[src/rtl/serial_borrow_down_counter_pkg.sv]
// Shared types for the serial-borrow down counter: FSM state encoding.
package serial_borrow_down_counter_pkg;

    localparam int unsigned STATE_W = 2;

    // Encodings are shared with the serial-carry up-counter family
    typedef enum logic [STATE_W-1:0] {
        S_IDLE    = 2'd0,
        S_RUN     = 2'd1,
        S_EXPIRED = 2'd2
    } state_t;

endpackage

[src/rtl/serial_borrow_down_counter_sbd_cell.sv]
// One stage of the borrow chain: toggle flop with synchronous load and borrow-out.
module serial_borrow_down_counter_sbd_cell (
    input  logic clock,
    input  logic reset_,
    input  logic ld,
    input  logic d,
    input  logic bin,
    output logic q,
    output logic bout
);

    always_ff @(negedge clock or negedge reset_) begin
        if (!reset_) begin
            q <= 1'b0;
        end else if (ld) begin
            q <= d;
        end else if (bin) begin
            q <= ~q;
        end
    end

    // Borrow ripples on only through bits that are already zero
    assign bout = bin & ~q;

endmodule

[src/rtl/serial_borrow_down_counter.sv]
// Loadable down counter with serial borrow chain, one-shot/auto-reload FSM and expiry tally.
module serial_borrow_down_counter
    import serial_borrow_down_counter_pkg::*;
#(
    parameter int unsigned WIDTH = 4,
    parameter int unsigned EVW   = 8
) (
    input  logic             clock,
    input  logic             reset_,
    input  logic             load,
    input  logic [WIDTH-1:0] D,
    input  logic             T,
    input  logic             auto_reload,
    output logic [WIDTH-1:0] Q,
    output logic             bout,
    output logic             done,
    output logic [EVW-1:0]   EXP_CNT
);

    state_t           state;
    state_t           state_next;
    logic [WIDTH-1:0] reload;
    logic [WIDTH:0]   borrow;
    logic             cell_ld;
    logic [WIDTH-1:0] cell_d;
    logic             expire;

    assign borrow[0] = T & (state == S_RUN);

    for (genvar i = 0; i < WIDTH; i++) begin : g_cell
        serial_borrow_down_counter_sbd_cell u_cell (
            .clock  (clock),
            .reset_ (reset_),
            .ld     (cell_ld),
            .d      (cell_d[i]),
            .bin    (borrow[i]),
            .q      (Q[i]),
            .bout   (borrow[i+1])
        );
    end

    assign bout = borrow[WIDTH];

    always_ff @(negedge clock or negedge reset_) begin
        if (!reset_) begin
            state <= S_IDLE;
        end else begin
            state <= state_next;
        end
    end

    // Terminal borrow overrides the chain with a parallel load so Q never wraps past zero
    always_comb begin
        state_next = state;
        cell_ld    = 1'b0;
        cell_d     = D;
        expire     = 1'b0;
        if (load) begin
            cell_ld    = 1'b1;
            cell_d     = D;
            state_next = S_RUN;
        end else if (bout) begin
            expire  = 1'b1;
            cell_ld = 1'b1;
            if (auto_reload) begin
                cell_d = reload;
            end else begin
                cell_d     = '0;
                state_next = S_EXPIRED;
            end
        end
    end

    always_ff @(negedge clock or negedge reset_) begin
        if (!reset_) begin
            reload  <= '0;
            done    <= 1'b0;
            EXP_CNT <= '0;
        end else begin
            if (load) begin
                reload <= D;
            end
            done <= (state_next == S_EXPIRED);
            if (expire && (EXP_CNT != '1)) begin
                EXP_CNT <= EXP_CNT + EVW'(1);
            end
        end
    end

endmodule

[config.mk]
export PLATFORM = sky130hd
export DESIGN_NAME = serial_borrow_down_counter
export DESIGN_NICKNAME = d
export VERILOG_FILES = /design/src/rtl/serial_borrow_down_counter_pkg.sv /design/src/rtl/serial_borrow_down_counter_sbd_cell.sv /design/src/rtl/serial_borrow_down_counter.sv
export SDC_FILE = /design/constraint.sdc
export NUM_CORES = 1
export LEC_CHECK = 0
export ABC_CLOCK_PERIOD_IN_PS = 2050
export CAP_MARGIN = 20
export CORE_AREA = 2 2 47 49
export CTS_BUF_LIST = sky130_fd_sc_hd__clkbuf_8
export CTS_CLUSTER_DIAMETER = 80
export DETAILED_ROUTE_END_ITERATION = 8
export DIE_AREA = 0 0 49 51
export PLACE_DENSITY = 0.78
export SETUP_SLACK_MARGIN = 0.5
export SLEW_MARGIN = 25
export SYNTH_ARGS = -nofsm -noshare
export SYNTH_HDL_FRONTEND = slang
export SYNTH_SLANG_ARGS = --single-unit
export TNS_END_PERCENT = 30
[constraint.sdc]
create_clock -name clock -period 2.05 [get_ports clock]
set_input_delay 0.41 -clock clock [delete_from_list [all_inputs] [get_ports clock]]
set_output_delay 0.41 -clock clock [all_outputs]
set_load 0.01 [all_outputs]
After elaboration in Yosys (flattened, before gate mapping)
Cells that the tools add are included.
{ "word_totals": {"out_inout_bits": 14, "ff_bits": 19} }
{ "op_classes": {"muxes": 17, "reduce_logical": 5, "n_addsub": 1, "n_bitwise": 9, "n_eq_ne": 3} }
{ "ops": {"columns": ["cell", "n"], "rows": [
  ["2-to-1 mux 4 bit", 3],
  ["2-to-1 mux 1 bit", 11],
  ["adder 8 x 1 -> 8 bit, second input constant", 1],
  ["!= test 8 bit, second input constant", 1],
  ["nonzero test 2 bit", 4],
  ["2-to-1 mux 2 bit", 3],
  ["AND 1 bit", 5],
  ["inverter 1 bit", 4],
  ["equality test 2 x 1 -> 1 bit, second input constant", 1],
  ["equality test 2 bit, second input constant", 1],
  ["logical AND 1 bit", 1]
]} }

Longest topological paths before layout
{ "logic_depth": {"word_depth": 9, "mapped_depth": 5, "ltp_nobuf": 5} }

By module
Synthesis repeated with hierarchy kept, for this count alone.
{ "hier_totals": {"cells_unflattened": 90, "hier_area_um2": 967.2} }
{ "modules_own_cells": {"columns": ["module", "n_inst", "area_per_inst_um2", "cells_per_inst"], "rows": [
  ["serial_borrow_down_counter", 1, 762.0, 70],
  ["serial_borrow_down_counter_sbd_cell", 4, 51.3, 5]
]} }

==> reports/qor.csv <==
metric;value;unit
required;1640;ps
synth_commonest_cells;19 x dfrtn_1, 7 x o21ai_0, 6 x nand2_1, 6 x xor2_1;
crit_arrival;2260;ps
powerDensity;656.7;nW/um^2
antenna_found_initial;0;
critPathLaunchType;flop;
via_per_inst;5.269;
grt_max_degree;20;
die_y;51;um
firstDrtPassIters;4;
htreeDepth;1;
clock_sinks;19;
postRouteAntennaNets;0;
dieArea;2499;um^2
hold_buffers;0;
ys_ff_latch;19;
start_util;46.45;%
diodes;0;
netlist_area;958.4;um^2
routabilityCongestion;0.8764;
grt_util_met1;24.57;%
worstSetupEndpointType;output port;
cts_tree;built;
synthTopCellsByArea;dfrtn_1 50%, xor2_1 5.5%, buf_4 3.9%, o21ai_0 3.7%, mux2_2 3.5%;
setup_violations;25;
yosysSeqAreaShare;49.61;%
p_leak;0.7616;nW
fin_setup_tns;-5019;ps
crit_type;flop to output port;
path_cells;nand4bb_1, buf_4, nor2_4, buf_6;
clkLatencyLatePin;270;ps
dp_hpwl;1554;um
drc;0;
drv_slew;0;
status;complete, but fails checks;
rsz0062_at_grt;yes;
grt_usage;22.87;%
fill_cells;121;
synth_fp_nets;100;
ir_worst_vdd;0.6189;mV
pre_cts_ws;-919.1;ps
yosysWarnings;0;
drt-initial-drc-count;8;
port_buffers;22;
cap_violations;0;
setup_ws;-622.9;ps
synth.most_common_cell;dfrtn_1;
synth_area_leader_cell;dfrtn_1;
synth_edf_count;0;
hold_path.class;flop to flop;
clk_pin_slew;50;ps
core;2063;um^2
cts_buffers;3;
hold_viol_final;0;
drive_above_1_share;52.45;%
grt.overflow.total;0;
clk_path_buf_depth;2;
synthArstFlopShare;100.0;%
worstMarginPinSlew;658.8;ps
grt_pass1_vias;878;
slowest_stage;dfrtn_1;
fin_nets;154;
area_growth_syn_to_layout;67.49;%
ys_types;31;
grt_pass1_wl;4160;um
met3_usage;4.971;%
violations;negative setup slack;
stdcell_count;171;
placed_cells;155;
syn_avg_cell_area;10.65;um^2
clockRootBuffer;clkbuf_8;
synth.top_cell.area_share;49.61;%
die_w;49;um
max_stage_delay;360;ps
route.detailed.wl_per_inst;16.15;um
worst_slew_margin_rel;56.03;%
cp_max_fo;3;
skew;3.283;ps
rows;17;
synthCells;90;
grt_busiest_layer;met2;
use_met2;43.15;%
via_count;901;
wl;2762;um
ys_dominant_reg_cell;dfrtn_1;
ios;23;
==> cell usage in the layout (no fill, tap or decap), drive strengths merged, types with 2 or more instances in the layout <==
| cell | count |
|---|---|
| mux2 | 4 |
| a41oi | 2 |
| dlygate4sd2 | 3 |
| nor2 | 6 |
| o21ai | 7 |
| clkbuf | 3 |
| nand2 | 6 |
| xor2 | 6 |
| nand3 | 5 |
| or3 | 2 |
| dfrtn | 19 |
| nor4 | 3 |
| buf | 51 |
| clkdlybuf4s50 | 2 |
| a31oi | 2 |
| inv | 6 |
| a21oi | 3 |
| nor3 | 2 |
==> through the flow <==
step / instance area (um^2) / utilization (%) / hold WS (ps) / total power [mW]
final: 1605 / 77.80 / 482.7 / 1.054
after global routing: 1605 / 77.80 / 510.0 / 1.101
after CTS: 1513 / 73.32 / 469.2 / 1.017
after detailed placement: 1380 / 66.89 / 469.3 / 0.7494
after global placement: 1380 / 66.89 / 457.4 / 0.7408
after floorplan: 1013 / - / 441.3 / 0.5908
==> path summary, 6_finish.rpt <==
check                              startpoint                  to  slack, ps  depth (start not counted)
max                        g_cell[0].u_cell.q                bout       -620                          4
min                                 reload[0]           reload[0]        480                          1
max reg2reg                        EXP_CNT[1]          EXP_CNT[1]         70                          6
min reg2reg                         reload[0]           reload[0]        480                          1
max in group asynchronous              reset_  g_cell[3].u_cell.q        770                          2
min in group asynchronous              reset_                done       1120                          2
==> power by group <==
part / switching [mW] / internal (mW) / total (mW)
Combinational: 0.157 / 0.192 / 0.349
Clock: 0.128 / 0.134 / 0.262
Sequential: 0.0246 / 0.419 / 0.444
Total: 0.309 / 0.745 / 1.05
==> layout make-up <==
cell class	count	area, um^2	area share, %
Multi-Input combinational cell	59	533.0	33.20
Tap cell	28	35.03	2.182
Clock inverter	1	3.754	0.2338
Inverter	5	18.77	1.169
Timing Repair Buffer	56	498.0	31.02
Sequential cell	19	475.5	29.62
Clock buffer	3	41.29	2.572
==> timing repair <==
item                                    4_1_cts  5_1_grt
endpoints found under the setup margin       52       33
cloned                                        0        0
gates resized for setup                      95       14
pin swaps                                    17        5
buffers inserted                              7        5
==> kinds of logic (layout without fill, tap and decap cells) <==
family	after synthesis	after routing	share of synthesized area [%]
adder cells (fa/ha/maj)	1	1	1.305
flip-flops	19	19	49.61
multiplexers	5	5	5.744
buffers and inverters	12	65	6.659
XOR/XNOR	6	6	5.483
AO/OA/AOI/OAI	18	18	11.62
AND/OR/NAND/NOR	29	29	19.58
==> critical path: cells and delay by family, from the launching register on <==
family | cells | cell delay, ps
buffers and inverters | 2 | 280
DFF | 1 | 360
and+or+nand+nor | 2 | 320
==> sequential cells by signal (all words and copies together), names as in the netlist <==
signal           flops
EXP_CNT              8
done                 1
g_cell.u_cell.q      4
reload               4
state                2
==> layer usage <==
layer	up-vias	part of all wire (%)
li1	427	-
met5	-	0
met3	6	3.5
met2	21	55
met4	0	2.4
met1	447	39
Power figures use the tool's default switching activity.
